`src/rtl/timer_pkg.sv`:
```
// Shared types and defaults for the timer run/stop controller and counter chain.
package timer_pkg;

  typedef enum logic [1:0] {
    IDLE  = 2'd0,
    RUN   = 2'd1,
    PAUSE = 2'd2,
    CLEAR = 2'd3
  } timer_state_e;

  localparam int TIMER_CLEAR_CYCLES_DEF = 2;

endpackage

```
`src/rtl/timer_btn_edge.sv`:
```
// Rising-edge detector for one debounced button level; history resets high so a
// button held through reset produces no edge until released and pressed again.
module timer_btn_edge (
  input  logic clk,
  input  logic rst_n,
  input  logic btn,
  output logic btn_edge
);

  logic btn_q;

  always_ff @(posedge clk or negedge rst_n) begin
    if (!rst_n) btn_q <= 1'b1;
    else        btn_q <= btn;
  end

  assign btn_edge = btn & ~btn_q;

endmodule

```
`src/rtl/timer_run_ctrl.sv`:
```
// Run/stop controller: turns button edges and the full-scale pulse into the
// pause/clear controls for the counter chain, plus lap freeze and overflow flags.
module timer_run_ctrl
  import timer_pkg::*;
#(
  parameter int CLEAR_CYCLES = TIMER_CLEAR_CYCLES_DEF
) (
  input  logic       sys_clk,
  input  logic       int_reset_b,
  input  logic       btn_start_stop,
  input  logic       btn_clear,
  input  logic       btn_lap,
  input  logic       timer_max_reached,
  output logic       timer_pause,
  output logic       timer_clear,
  output logic       lap_hold,
  output logic       timer_overflow,
  output logic [1:0] timer_state
);

  localparam int CNT_W = $clog2(CLEAR_CYCLES + 1);

  logic ss_edge, clr_edge, lap_edge;

  timer_btn_edge u_ss_edge  (.clk(sys_clk), .rst_n(int_reset_b), .btn(btn_start_stop), .btn_edge(ss_edge));
  timer_btn_edge u_clr_edge (.clk(sys_clk), .rst_n(int_reset_b), .btn(btn_clear),      .btn_edge(clr_edge));
  timer_btn_edge u_lap_edge (.clk(sys_clk), .rst_n(int_reset_b), .btn(btn_lap),        .btn_edge(lap_edge));

  timer_state_e     state_q, state_d;
  logic [CNT_W-1:0] cnt_q, cnt_d;
  logic             lap_q, lap_d;
  logic             ovf_q, ovf_d;
  logic             pause_q, clear_q;

  always_comb begin
    state_d = state_q;
    cnt_d   = cnt_q;
    lap_d   = lap_q;
    ovf_d   = ovf_q;
    unique case (state_q)
      IDLE: begin
        if (clr_edge)     state_d = CLEAR;
        else if (ss_edge) state_d = RUN;
      end
      RUN: begin
        if (clr_edge) begin
          state_d = CLEAR;
        end else if (timer_max_reached) begin
          state_d = PAUSE;
          ovf_d   = 1'b1;
        end else if (ss_edge) begin
          state_d = PAUSE;
        end else if (lap_edge) begin
          lap_d = ~lap_q;
        end
      end
      PAUSE: begin
        if (clr_edge)               state_d = CLEAR;
        else if (ss_edge && !ovf_q) state_d = RUN;
        if (lap_edge) lap_d = 1'b0;
      end
      CLEAR: begin
        if (cnt_q == '0) state_d = IDLE;
        else             cnt_d   = cnt_q - 1'b1;
      end
      default: state_d = IDLE;
    endcase
    // Entry into CLEAR from any state arms the hold counter and drops the flags.
    if (state_q != CLEAR && state_d == CLEAR) begin
      cnt_d = CNT_W'(CLEAR_CYCLES - 1);
      lap_d = 1'b0;
      ovf_d = 1'b0;
    end
  end

  always_ff @(posedge sys_clk or negedge int_reset_b) begin
    if (!int_reset_b) begin
      state_q <= IDLE;
      cnt_q   <= '0;
      lap_q   <= 1'b0;
      ovf_q   <= 1'b0;
      pause_q <= 1'b1;
      clear_q <= 1'b0;
    end else begin
      state_q <= state_d;
      cnt_q   <= cnt_d;
      lap_q   <= lap_d;
      ovf_q   <= ovf_d;
      pause_q <= (state_d == IDLE) || (state_d == PAUSE);
      clear_q <= (state_d == CLEAR);
    end
  end

  assign timer_pause    = pause_q;
  assign timer_clear    = clear_q;
  assign lap_hold       = lap_q;
  assign timer_overflow = ovf_q;
  assign timer_state    = state_q;

endmodule
```
`config.mk`:
```
export PLATFORM = sky130hd
export DESIGN_NAME = timer_run_ctrl
export DESIGN_NICKNAME = d
export VERILOG_FILES = /design/src/rtl/timer_pkg.sv /design/src/rtl/timer_btn_edge.sv /design/src/rtl/timer_run_ctrl.sv
export SDC_FILE = /design/constraint.sdc
export NUM_CORES = 1
export LEC_CHECK = 0
export ABC_AREA = 1
export CAP_MARGIN = 20
export CORE_MARGIN = 3
export CORE_UTILIZATION = 42
export CTS_CLUSTER_DIAMETER = 80
export DETAILED_ROUTE_END_ITERATION = 8
export PLACE_DENSITY = 0.68
export SYNTH_ARGS = -nofsm -noshare
export SYNTH_HDL_FRONTEND = slang
export SYNTH_SLANG_ARGS = --single-unit
```
`constraint.sdc`:
```
create_clock -name sys_clk -period 1.2 [get_ports sys_clk]
set_input_delay 0.24 -clock sys_clk [delete_from_list [all_inputs] [get_ports sys_clk]]
set_output_delay 0.24 -clock sys_clk [all_outputs]
set_load 0.1 [all_outputs]
```
### Word level (Yosys, flattened, before mapping)

Index checks and enable logic that the tools add are counted.

* bits in registers: 11
* RAM bits: 0
* input port bits: 6
* latch bits: 0
* memories kept: 0
* output and inout bits: 6
* word-level logic and storage cells: 67
* memory bits (read-only): 0

* muxes and demuxes: 23
* bitwise operators: 7
* shift operators: 0
* add/sub/neg operators: 1
* eq/ne operators: 13
* $lt $le $gt $ge: 0
* reductions and logical operators: 14
* multipliers: 0
* divide/modulo/power cells: 0

Operator list (count)
* $mux W2: 11
* $ne A3 B3 Y1 const B: 5
* $mux W1: 10
* $eq A2 B2 Y1 const B: 4
* $pmux W2 S4: 1
* $logic_not A2 Y1: 3
* $reduce_and A6 Y1: 1
* $reduce_bool A2 Y1: 3
* $ne A2 B1 Y1 const B: 2
* $not A1 Y1: 4
* $and A1 B1 Y1: 3
* $reduce_and A3 Y1: 1
* $reduce_bool A3 Y1: 1
* $eq A2 B1 Y1 const B: 1
* $logic_and A1 B1 Y1: 2
* $ne A2 B2 Y1 const B: 1
* $pmux W1 S2: 1
* $reduce_and A2 Y1: 1
* $sub A2 B1 Y2 const B: 1
* $logic_not A1 Y1: 1
* $logic_or A1 B1 Y1: 1

### Depth between registers and ports, before layout

Gate-level depths: netlist of the first run.

* depth in word-level cells: 10
* gate-level depth with buffers: 9

### Cells and area by module

From an unflattened synthesis of the first run, not the netlist that was laid out.

* cell total of the unflattened synthesis: 65
* area, all modules: 576.8 um^2

By module, submodules not included
* timer_run_ctrl: area each 467.9 um^2, cells an instance 56, times used 1
* timer_btn_edge: area each 36.3 um^2, cells an instance 3, times used 3

### Least setup slack after synthesis of the first run

OpenSTA, ideal clock, no wires.

* path type: register to register
* from: register state_q[1], in the netlist timer_state[1]
* to: register ovf_q, in the netlist timer_overflow
* cell stages (with the launch flop): 8
* arrival time: 1.745 ns
* period minus slack after synthesis: 1.869 ns
* data required time: 1.076 ns
* buffers on the path: 0
* setup slack: -0.669 ns
* cell sequence: dfrtp_1 nand2_1 nor2_4 nor2_2 nand3_2 nand3_4 nor2_2 nor2_1

* word-level cells in the longest chain between the ends: 8

Ends and longest elaborated chain
* start, declared: RTL line timer_run_ctrl.sv:29 `timer_state_e state_q, state_d;`
* start signal, assigned: RTL line timer_run_ctrl.sv:85 `state_q <= state_d;`
* $mux W2: RTL line timer_run_ctrl.sv:51 `end else if (ss_edge) begin`
* $mux W2: RTL line timer_run_ctrl.sv:48 `end else if (timer_max_reached) begin`
* $mux W2: RTL line timer_run_ctrl.sv:46 `if (clr_edge) begin`
* $pmux W2 S4: RTL line timer_run_ctrl.sv:40 `unique case (state_q)`
* $eq A2 B2 Y1: RTL line timer_run_ctrl.sv:69 `if (state_q != CLEAR && state_d == CLEAR) begin`
* $logic_and A1 B1 Y1: RTL line timer_run_ctrl.sv:69
* $ne A2 B1 Y1 (no line) / $reduce_bool A2 Y1 (equally long branches)
* $reduce_and A3 Y1 (no line)
* end signal, assigned: RTL line timer_run_ctrl.sv:88 `ovf_q <= ovf_d;`
* end, declared: RTL line timer_run_ctrl.sv:32 `logic ovf_q, ovf_d;`

Parallel ways exist; a longest one is shown, timed or not.
A chain may end at the register's enable or synchronous reset.

### Final worst setup path of the first run

* from: register u_ss_edge.btn_q
* to: register lap_q, in the netlist lap_hold

* word-level cells in the longest chain between the ends: 10

Ends and longest elaborated chain
* start, declared: RTL line timer_btn_edge.sv:10 `logic btn_q;`
* start signal, assigned: RTL line timer_btn_edge.sv:14 `else btn_q <= btn;`
* $not A1 Y1 *: RTL line timer_btn_edge.sv:17 `assign btn_edge = btn & ~btn_q;`
* $and A1 B1 Y1 *: RTL line timer_btn_edge.sv:17
* $mux W2 / $logic_and A1 B1 Y1 (equally long branches): RTL line timer_run_ctrl.sv:51, timer_run_ctrl.sv:59
* $mux W2 (on tied branches): RTL line timer_run_ctrl.sv:48, timer_run_ctrl.sv:59
* $mux W2 (on tied branches): RTL line timer_run_ctrl.sv:46, timer_run_ctrl.sv:58
* $pmux W2 S4: RTL line timer_run_ctrl.sv:40
* $eq A2 B2 Y1: RTL line timer_run_ctrl.sv:69
* $logic_and A1 B1 Y1: RTL line timer_run_ctrl.sv:69
* $ne A3 B3 Y1 (no line) / $reduce_bool A3 Y1 (equally long branches)
* $reduce_and A6 Y1 (no line)
* end signal, assigned: RTL line timer_run_ctrl.sv:87 `lap_q <= lap_d;`
* end, declared: RTL line timer_run_ctrl.sv:31 `logic lap_q, lap_d;`

Mark *: on every way between the ends. The rest lies on a longest branch, timed or not.

==> results of run 1 <==
metrics by stage:
stage	TNS, ps	hold slack, ps	util
after floorplan	-726.9	-55.59	-
after CTS	-959.5	249.0	0.8010
after detailed placement	-2069	459.1	0.7125
after global routing	-1894	269.7	0.8698
after global placement	-1817	450.3	0.7125
final	-1478	258.9	0.8698
final cells by class:
cell class,count,area (µm²)
fill,49,156.4
clock inverter,1,5.005
multi-input combinational,41,361.6
sequential,11,292.8
timing repair buffer,24,285.3
clock buffer,3,22.52
inverter,16,60.06
tap,14,17.52
layer usage:
| layer | vias to the layer above | GRT usage | part of all wire |
|---|---|---|---|
| met5 | - | 0 | 0 |
| met4 | 0 | 0.06627 | 0.022 |
| met3 | 4 | 0.04661 | 0.042 |
| met2 | 28 | 0.2832 | 0.52 |
| met1 | 260 | 0.2078 | 0.42 |
| li1 | 261 | - | - |
worst max-delay path: cells and delay by family, from the launching register on:
family | cells | cell delay [ps]
simple gates | 8 | 660
flops | 1 | 570
buf+inv | 1 | 60
timing repair:
| action | CTS | global route |
|---|---|---|
| buffers inserted | 1 | 3 |
| pin swaps | 4 | 5 |
| setup endpoints to repair | 11 | 12 |
| hold buffers | 0 | 0 |
| resized for setup | 19 | 15 |
worst max path at each step:
stage	end	slack [ps]	cells past startpoint	from
global route	lap_hold	-260	7	timer_state[1]
global placement	timer_overflow	-310	8	btn_clear
detailed placement	timer_overflow	-360	8	btn_clear
finish	lap_hold	-210	9	u_ss_edge.btn_q
CTS	timer_state[0]	-130	2	timer_state[0]
floorplan	timer_overflow	-150	7	timer_state[0]
placed cells by master (no fill, tap or decap), types with 2 or more instances in the layout:
master / Yosys / layout
dfstp_2: 4 / 4
nand2_4: 0 / 4
nor2_2: 4 / 2
inv_1: 14 / 9
nand3_1: 4 / 3
buf_6: 0 / 5
dfrtp_4: 0 / 3
nand2_2: 1 / 6
nor2_1: 4 / 2
buf_12: 0 / 6
nand3_4: 1 / 4
buf_4: 0 / 8
clkdlybuf4s50_1: 0 / 4
clkbuf_4: 0 / 3
dfrtp_1: 7 / 3
nor2_4: 1 / 5
inv_2: 2 / 7
nand2_1: 17 / 8
cells by family after synthesis:
group	count (synthesis)	synth area share
AO/OA/AOI/OAI	4	0.04328
XOR/XNOR	1	0.01515
adder cells (fa/ha/maj)	1	0.02164
buffers and inverters	16	0.1039
flip-flops	11	0.4849
AND/OR/NAND/NOR	35	0.3312
flip-flops by register name, indices dropped and copies added (netlist names):
register and count:
u_lap_edge.btn_q 1, u_clr_edge.btn_q 1, timer_pause 1, timer_overflow 1
timer_state 2, cnt_q 2, lap_hold 1, timer_clear 1
u_ss_edge.btn_q 1
==> impl_metrics.csv, run 1 <==
group,metric,value,unit
logic_synthesis,synth_nets,75,
clock_network,clockBufferDepth,2,
routing,avgRoutedWirePerCell,15.94,µm
worst_setup_path,startpoint_type,"flop",
finish,fin_cells,110,
timing,slew_violations,0,
global_route,grt_max_degree,12,
timing,setup_violations,12,
global_route,grt_overflow_total,0,
global_route,grt_pass1_wl,2318,µm
placement,placed_area,855.8,µm²
outcome,status,"finished, violations left",
worst_setup_path,rrSetupSlack,-210,ps
routing,first_iter_violations,17,
timing,hold_violations,0,
clock_network,path_clk_slew,90,ps
timing,worst_slew_pin_slew,233.5,ps
timing,period_share,1.178,
routing,drt-pass1-iter-count,4,
routing,vias,553,
logic_synthesis,synth_top_area_frac,0.3030,
floorplan,die_y,43.10,µm
worst_setup_path,r2r_start,"u_ss_edge.btn_q",
job,drv_cap,0,
routing,drc,0,
logic_synthesis,synth_top_cells_by_count,"nand2_1 (17), inv_1 (14), dfrtp_1 (7)",
global_route,grt_usage,0.1713,
timing,slew_headroom,0.8432,
placement,numPortBuffers,11,
floorplan,fp.dieW,43.10,µm
worst_setup_path,worst_r2r_endpoint,"lap_hold",
worst_setup_path,worstPathRequired,1360,ps
finish,drive_above_1_share,0.6458,
worst_setup_path,max_stage_delay,570,ps
routing,vias_per_cell,5.027,
logic_synthesis,yosysTopAreaCell,"dfrtp_1",
global_route,grt_pass1_vias,531,
timing,min_period,1414,ps
worst_setup_path,r2r_cells,9,
clock_network,cts.sink_count,11,
clock_network,clock_latency,270,ps
finish,area_delta_synth_final,80.74,%
placement,gp_congestion,0.7076,
timing,setup_slack,-213.6,ps
logic_synthesis,synth_edf_count,0,
logic_synthesis,synth_cell_type_count,19,
placement,place_hpwl,877.7,µm
timing,max_freq,707.4,MHz
routing,ant_nets,0,
min_path,hold_class,"input port to asynchronous set/reset pin",
logic_synthesis,synth_seq_cells,11,
clock_network,cts_buffers,3,
finish,antenna_cells,0,
global_route,antenna_found_initial,0,
logic_synthesis,netlist_instances,68,
outcome,violations,"negative setup slack",
clock_network,cts_tree,"built",
finish,nNetsFinal,104,
worst_setup_path,crit_chain,"inv_2, nand2_4, nand2_2, nand2_1, nand2_1, nand3_4, nand3_4, nor2_4, nor2_1",
finish,final_area,1045,µm²
worst_setup_path,cp_slowest_cell,"dfstp_2",
floorplan,ioPinCount,12,
clock_network,cts-htree-levels,1,
floorplan,dieArea,1858,µm²
timing,fin_skew,16.13,ps
worst_setup_path,cp-end-kind,"flop",
timing,rsz0062_at_grt,"yes",
clock_network,root_buffer,"clkbuf_4",
worst_setup_path,worstPathMaxFanout,4,
placement,place_inst,102,
floorplan,start_util,0.4812,
worst_setup_path,worstSetupPathType,"flop to flop",
logic_synthesis,avgSynthCellArea,8.501,µm²
floorplan,core.rowCount,12,
logic_synthesis,yosysMostFrequentCell,"nand2_1",
logic_synthesis,yosys_warnings,0,
worst_setup_path,cp.arrival,1570,ps
logic_synthesis,synth-async-reset-ratio,1.000,
logic_synthesis,ys.flop_type,"dfrtp_1",
placement,dp_slack,-359.3,ps
logic_synthesis,yosys-top-cells-area,"dfrtp_1 (30%), dfstp_2 (18%), nand2_1 (11%), inv_1 (9.1%), nor2_2 (4.3%)",
logic_synthesis,ys_seq_area_frac,0.4848,
floorplan,coreArea,1201,µm²
routing,wl,1753,µm
logic_synthesis,syn-cell-area,578.1,µm²
Power of run 1 is not shown: default switching activity piles up to over one toggle a cycle in this logic, so the estimate is an artifact.
==> run 2: changes to the inputs <==
CAP_MARGIN = 0   (was 20)
==> results of run 2 <==
Same layout as run 1: the final DEF is identical, and so are final timing and power.
Power of run 2 is left out for the same reason.
